### src/rtl/riscv_defs.sv
// rtl/riscv_defs.sv - shared constants for the next-PC predictor
package riscv_defs;

   typedef enum logic [1:0] {
      BTB_COND = 2'd0,
      BTB_CALL = 2'd1,
      BTB_RET  = 2'd2,
      BTB_JMP  = 2'd3
   } btb_type_t;

   localparam logic [1:0] BHT_INIT = 2'b01;

   // Call outranks ret so a combined call/return is tracked as a call.
   function automatic btb_type_t btb_type_encode(input logic is_call,
                                                 input logic is_ret,
                                                 input logic is_jmp);
      btb_type_t t;
      if (is_call)      t = BTB_CALL;
      else if (is_ret)  t = BTB_RET;
      else if (is_jmp)  t = BTB_JMP;
      else              t = BTB_COND;
      return t;
   endfunction

endpackage

### src/rtl/riscv_npc_ras.sv
// rtl/riscv_npc_ras.sv - circular return-address stack, overflow overwrites oldest
module riscv_npc_ras #(
   parameter int DEPTH = 8
) (
   input  logic        clk_i,
   input  logic        flush,
   input  logic        push,
   input  logic [31:0] push_addr,
   input  logic        pop,
   output logic [31:0] top
);

   localparam int PTR_W = $clog2(DEPTH);

   logic [31:0]      stack [DEPTH];
   logic [PTR_W-1:0] ptr;

   always_ff @(posedge clk_i) begin
      if (flush) begin
         ptr <= '0;
      end else if (push) begin
         stack[ptr] <= push_addr;
         ptr        <= ptr + PTR_W'(1);
      end else if (pop) begin
         ptr <= ptr - PTR_W'(1);
      end
   end

   // ptr points at the next free slot; underflow simply wraps onto stale data.
   assign top = stack[ptr - PTR_W'(1)];

endmodule

### src/rtl/riscv_npc.sv
// rtl/riscv_npc.sv - BTB/BHT next-PC predictor; NPC_RAS_EN adds a return-address stack
module riscv_npc
   import riscv_defs::*;
#(
   parameter int NUM_BTB_ENTRIES = 16,
   parameter int NUM_BHT_ENTRIES = 64,
   parameter int NUM_RAS_ENTRIES = 8
) (
   input  logic        clk_i,
   input  logic        rst_i,
   input  logic        invalidate_i,
   input  logic        branch_request_i,
   input  logic        branch_is_taken_i,
   input  logic        branch_is_not_taken_i,
   input  logic [31:0] branch_source_i,
   input  logic [31:0] branch_pc_i,
   input  logic        branch_is_call_i,
   input  logic        branch_is_ret_i,
   input  logic        branch_is_jmp_i,
   input  logic [31:0] pc_f_i,
   output logic [31:0] next_pc_f_o,
   output logic        next_taken_f_o
);

   localparam int BTB_IDX_W = $clog2(NUM_BTB_ENTRIES);
   localparam int BHT_IDX_W = $clog2(NUM_BHT_ENTRIES);

   logic [NUM_BTB_ENTRIES-1:0] btb_valid;
   logic [29:0]                btb_tag    [NUM_BTB_ENTRIES];
   logic [31:0]                btb_target [NUM_BTB_ENTRIES];
   btb_type_t                  btb_type   [NUM_BTB_ENTRIES];
   logic [1:0]                 bht        [NUM_BHT_ENTRIES];
   logic [BTB_IDX_W-1:0]       alloc_ptr;

   logic                 flush;
   logic                 upd_taken;
   logic                 upd_not_taken;
   logic                 lk_hit;
   logic                 upd_hit;
   logic [BTB_IDX_W-1:0] lk_idx;
   logic [BTB_IDX_W-1:0] upd_idx;
   logic [BTB_IDX_W-1:0] wr_idx;
   logic [BHT_IDX_W-1:0] lk_bht_idx;
   logic [BHT_IDX_W-1:0] upd_bht_idx;
   logic [31:0]          seq_pc;
   logic [31:0]          pred_target;
   logic                 pred_taken;
   btb_type_t            upd_type;
   logic                 unused_low_bits;

   assign flush         = rst_i | invalidate_i;
   assign upd_taken     = branch_request_i & branch_is_taken_i;
   assign upd_not_taken = branch_request_i & branch_is_not_taken_i & ~branch_is_taken_i;
   assign lk_bht_idx    = pc_f_i[BHT_IDX_W+1:2];
   assign upd_bht_idx   = branch_source_i[BHT_IDX_W+1:2];
   assign seq_pc        = {pc_f_i[31:2], 2'b00} + 32'd4;
   assign upd_type      = btb_type_encode(branch_is_call_i, branch_is_ret_i, branch_is_jmp_i);
   assign wr_idx        = upd_hit ? upd_idx : alloc_ptr;
   assign unused_low_bits = ^{pc_f_i[1:0], branch_source_i[1:0]};

   // Entries are only allocated on a miss, so at most one entry can match.
   always_comb begin
      lk_hit  = 1'b0;
      lk_idx  = '0;
      upd_hit = 1'b0;
      upd_idx = '0;
      for (int i = NUM_BTB_ENTRIES - 1; i >= 0; i--) begin
         if (btb_valid[i] && btb_tag[i] == pc_f_i[31:2]) begin
            lk_hit = 1'b1;
            lk_idx = BTB_IDX_W'(i);
         end
         if (btb_valid[i] && btb_tag[i] == branch_source_i[31:2]) begin
            upd_hit = 1'b1;
            upd_idx = BTB_IDX_W'(i);
         end
      end
   end

`ifdef NPC_RAS_EN
   logic        ras_push;
   logic        ras_pop;
   logic [31:0] ras_top;

   assign ras_push = ~flush & (upd_taken | upd_not_taken) & branch_is_call_i;
   assign ras_pop  = ~flush & (upd_taken | upd_not_taken) & branch_is_ret_i & ~branch_is_call_i;

   riscv_npc_ras #(
      .DEPTH (NUM_RAS_ENTRIES)
   ) u_ras (
      .clk_i     (clk_i),
      .flush     (flush),
      .push      (ras_push),
      .push_addr (branch_source_i + 32'd4),
      .pop       (ras_pop),
      .top       (ras_top)
   );
`else
   localparam int unused_ras_depth = NUM_RAS_ENTRIES;
`endif

   // Predictor state may be stale before the first reset edge, so reset masks hits.
   always_comb begin
      pred_taken  = 1'b0;
      pred_target = seq_pc;
      if (!rst_i && lk_hit) begin
         case (btb_type[lk_idx])
            BTB_CALL, BTB_JMP: begin
               pred_taken  = 1'b1;
               pred_target = btb_target[lk_idx];
            end
            BTB_COND: begin
               pred_taken  = bht[lk_bht_idx][1];
               pred_target = btb_target[lk_idx];
            end
            BTB_RET: begin
               pred_taken  = 1'b1;
`ifdef NPC_RAS_EN
               pred_target = ras_top;
`else
               pred_target = btb_target[lk_idx];
`endif
            end
            default: ;
         endcase
      end
   end

   assign next_taken_f_o = pred_taken;
   assign next_pc_f_o    = pred_taken ? pred_target : seq_pc;

   always_ff @(posedge clk_i) begin
      if (flush) begin
         btb_valid <= '0;
         alloc_ptr <= '0;
         for (int i = 0; i < NUM_BHT_ENTRIES; i++) begin
            bht[i] <= BHT_INIT;
         end
      end else if (upd_taken) begin
         if (bht[upd_bht_idx] != 2'b11) begin
            bht[upd_bht_idx] <= bht[upd_bht_idx] + 2'b01;
         end
         if (!upd_hit) begin
            btb_valid[alloc_ptr] <= 1'b1;
            alloc_ptr            <= alloc_ptr + BTB_IDX_W'(1);
         end
      end else if (upd_not_taken) begin
         if (bht[upd_bht_idx] != 2'b00) begin
            bht[upd_bht_idx] <= bht[upd_bht_idx] - 2'b01;
         end
      end
   end

   // Entry payload carries no reset; the valid bits alone gate it.
   always_ff @(posedge clk_i) begin
      if (!flush && upd_taken) begin
         btb_tag[wr_idx]    <= branch_source_i[31:2];
         btb_target[wr_idx] <= branch_pc_i;
         btb_type[wr_idx]   <= upd_type;
      end
   end

endmodule
### config.mk
export PLATFORM = sky130hd
export DESIGN_NAME = riscv_npc
export DESIGN_NICKNAME = d
export VERILOG_FILES = /design/src/rtl/riscv_defs.sv /design/src/rtl/riscv_npc_ras.sv /design/src/rtl/riscv_npc.sv
export SDC_FILE = /design/constraint.sdc
export NUM_CORES = 2
export LEC_CHECK = 0
export CORE_MARGIN = 2
export CORE_UTILIZATION = 25
export CTS_BUF_LIST = sky130_fd_sc_hd__clkbuf_16
export DETAILED_ROUTE_END_ITERATION = 16
export GPL_ROUTABILITY_DRIVEN = 0
export HOLD_SLACK_MARGIN = 0.06
export SETUP_SLACK_MARGIN = 0.05
export SYNTH_ARGS = -nofsm -noshare
export SYNTH_HDL_FRONTEND = slang
export SYNTH_SLANG_ARGS = --single-unit
### constraint.sdc
create_clock -name clk_i -period 19 [get_ports clk_i]
set_clock_uncertainty 0.2 [all_clocks]
set_input_delay 3.8 -clock clk_i [delete_from_list [all_inputs] [get_ports clk_i]]
set_output_delay 3.8 -clock clk_i [all_outputs]
set_load 0.01 [all_outputs]
==> results.toml <==
[detailed_routing]
post-route-drc-count = 0
dr_total_vias = 36800
firstDrtPassIters = 6
finalWirelength_um = 191000
wl_per_cell_um = 26.2
drt_iter0_markers = 4143
routed_via_density = 5.04
ant_nets = 0

[finish]
drive_gt1_share_pct = 11.3
layout.nets = 4328
final_common_cell = "edfxtp_1"
mostFrequentLayoutCells = "edfxtp_1 (1152), xnor2_1 (783), nand4_1 (311)"
finalInstanceArea_um2 = 65300
area_growth_pct = 15.5

[placed_design]
place_ws_ps = 3280
io_buffers = 133
dp_hpwl_um = 115000
dpl_cell_area_um2 = 61400

[timing]
fmax_mhz = 63.2
setup_viol = 0
worst_slew_pin_slew_ps = 1290
fin_ws_ps = 3180
timing.setup.tns_ps = 0
relSlewSlack_pct = 13.9
period_needed_ps = 15820
grt_setup_unrepaired = "false"
hold_violations = 0
finalCritPeriodShare_pct = 83.3
slew_viol_final = 0
whs_ps = 361

[pwr]
p_int_mw = 4.29
p_switching_mw = 1.32
power.total_mw = 5.61
vdd_drop_max_mv = 0.0749
cellLeakagePower_nw = 19.6
p_clk_share_pct = 42.2
p_seq_share_pct = 50.8
powerDensity_nw_per_um2 = 85.9
p_comb_share_pct = 7.0
sw_frac_of_total_pct = 23.6

[clocking]
cts_buffer_depth = 3
cts_tree = "done"
cts_hold_buf = 0
post_cts_buffers = 0
cts_root_buf = "clkbuf_16"
cts_buffers = 116
clkSinkCount = 1172
path_clk_slew_ps = 60
cts_resized = 0
worstSkewPairLatency_ps = 780
h-tree-depth = 3

[floorplanning]
initial_core_util_pct = 25.2
dieArea_um2 = 230000
die_x_um = 480
die_y_um = 480
rows = 174
coreArea_um2 = 225000
num_io_pins = 138

[synth]
yosys.area_share.simple_pct = 9.56
syn_inst = 4057
synthXorXnorAreaFrac_pct = 15.3
synth.distinct_cells = 77
synth_nets = 4167
seq_area_frac_synth_pct = 61.9
async_flop_share_pct = 0
avgSynthCellArea_um2 = 13.9
synth_compound_area_share_pct = 4.27
synthMuxAreaShare_pct = 6.93
ys_ff_latch = 1172
ys.warnings.count = 0
syn_area_um2 = 56600
synth-main-ff-cell = "edfxtp_1"
synth-adder-area-share_pct = 0.111
synth_top_family_by_area = "XOR/XNOR gates"
synth_edf_count = 1152

[global_routing]
grt_pass1_vias = 36600
grt_overflow = 0
grt_max_degree = 67
grtUsageMet2_pct = 26.6
grtUsageMet1_pct = 19.8
busiest_layer = "met2"
grt_pass1_wl_um = 269000
antenna_found_initial = 18
grt_use_met3_pct = 3.22
grtUsageTotal_pct = 16.1

[critical_path]
slowest_stage = "o21ai_4"
reg2reg_depth = 14
r2r_slack_ps = 13280
crit_top_cell = "buf_4"
critPathMaxStageDelay_ps = 810
critical_path_required_ps = 15000
r2r_end = "btb_target[4][30]"
endpoint_kind = "output pin"
r2r_start = "btb_tag[14][27]"
crit_family = "buffers and inverters"
worst-path-buf-inv = 6
startpoint_type = "input port"
path_cells = "buf_2 > buf_4 > xnor2_1 > nand4_1 > or4_1 > nor4_2 > nor2_1 > o21ai_4 > buf_4 > buf_4 > buf_4 > mux2i_1 > a221oi_2 > o21ai_0 > a21oi_1 > mux2_1 > clkdlybuf4s50_1"
crit_type = "in -> out"
crit_fanout = 45
arrival_ps = 11820

[hold_path]
min_path_cells = 2
worstHoldStart = "btb_valid[11]"
hold_class = "reg -> reg"
min_to = "btb_valid[11]"

[status]
status = "finished clean"

[job]
max-cap-violations = 0
-- stage by stage --
step / util (%) / std cells
2_1_floorplan: - / 4057
3_3_place_gp: 27.3 / 7092
3_5_place_dp: 27.3 / 7092
4_1_cts: 29.1 / 7311
5_1_grt: 29.1 / 7313
6_report: 29.1 / 7313
-- cells in the mapped netlist, drive strengths merged, types with 20 or more instances --
| cell type | n | area share, % |
|---|---|---|
| edfxtp | 1152 | 61 |
| xnor2 | 783 | 12 |
| nand4 | 311 | 3.4 |
| mux2i | 261 | 4.6 |
| xor2 | 205 | 3.2 |
| nand2 | 146 | 0.97 |
| buf | 126 | 1.3 |
| nor4 | 115 | 1.4 |
| o21ai | 106 | 0.96 |
| nor2 | 104 | 0.69 |
| clkbuf | 93 | 0.62 |
| and2 | 81 | 0.90 |
| nand3 | 58 | 0.51 |
| mux2 | 50 | 1.0 |
| a21oi | 48 | 0.43 |
| o22ai | 46 | 0.51 |
| mux4 | 33 | 1.3 |
| nor3 | 28 | 0.25 |
| a22oi | 27 | 0.36 |
| a221oi | 26 | 0.48 |
| a221o | 21 | 0.37 |
| or4 | 21 | 0.29 |
| dfxtp | 20 | 0.71 |
-- final cells by class --
class                      instances  area (um^2)
sequential                      1172        35000
antenna                            2         5.00
inverter                          18         67.6
multi-input combinational       2648        20600
clock inverter                   103          986
timing repair buffer             262         2000
tap                             2992         3740
clock buffer                     116         2900
fill                           22500       160000
-- flip-flops by register name (all words and copies together) (netlist names) --
name	count
btb_target	512
btb_tag	480
bht	128
btb_type	32
btb_valid	16
alloc_ptr	4
-- worst max path at each step --
| stage | slack (ps) | cells after the start | endpoint | from |
|---|---|---|---|---|
| global placement | 3350 | 18 | next_pc_f_o[21] | pc_f_i[18] |
| CTS | 3280 | 17 | next_pc_f_o[21] | pc_f_i[3] |
| global route | 2960 | 17 | next_pc_f_o[21] | pc_f_i[3] |
| detailed placement | 3280 | 17 | next_pc_f_o[21] | pc_f_i[3] |
| finish | 3180 | 17 | next_pc_f_o[21] | pc_f_i[3] |
| floorplan | 7250 | 14 | btb_tag[10][0] | branch_source_i[20] |
-- per-layer routing --
metal / up-vias / wire, um
met5: - / 116
met1: 18700 / 74100
met3: 544 / 16000
li1: 15700 / -
met2: 1869 / 90000
met4: 22 / 11200
-- kinds of logic after synthesis --
| logic type | Yosys count |
|---|---|
| buffers and inverters | 237 |
| DFF | 1172 |
| and+or+nand+nor | 954 |
| xor gates and xnor gates | 988 |
| muxes | 344 |
| AOI/OAI and AO/OA | 357 |
| adders and majority gates | 5 |
-- power by group through the flow --
| stage | Combinational [mW] | Clock [mW] | Sequential, mW |
|---|---|---|---|
| global placement | 0.381 | 0 | 2.91 |
| CTS | 0.385 | 2.39 | 2.85 |
| detailed placement | 0.383 | 0 | 2.91 |
| global route | 0.406 | 2.50 | 2.85 |
| floorplan | 0.202 | 0 | 2.91 |
| finish | 0.392 | 2.37 | 2.85 |
-- worst register-to-register path: cells and delay by family (launching register included) --
kind	cells	cell delay (ps)
xor gates and xnor gates	1	190
DFF	1	430
and+or+nand+nor	4	1470
AOI/OAI and AO/OA	7	1840
buffers and inverters	2	1150
No activity file was read; power rests on OpenSTA's default activity.
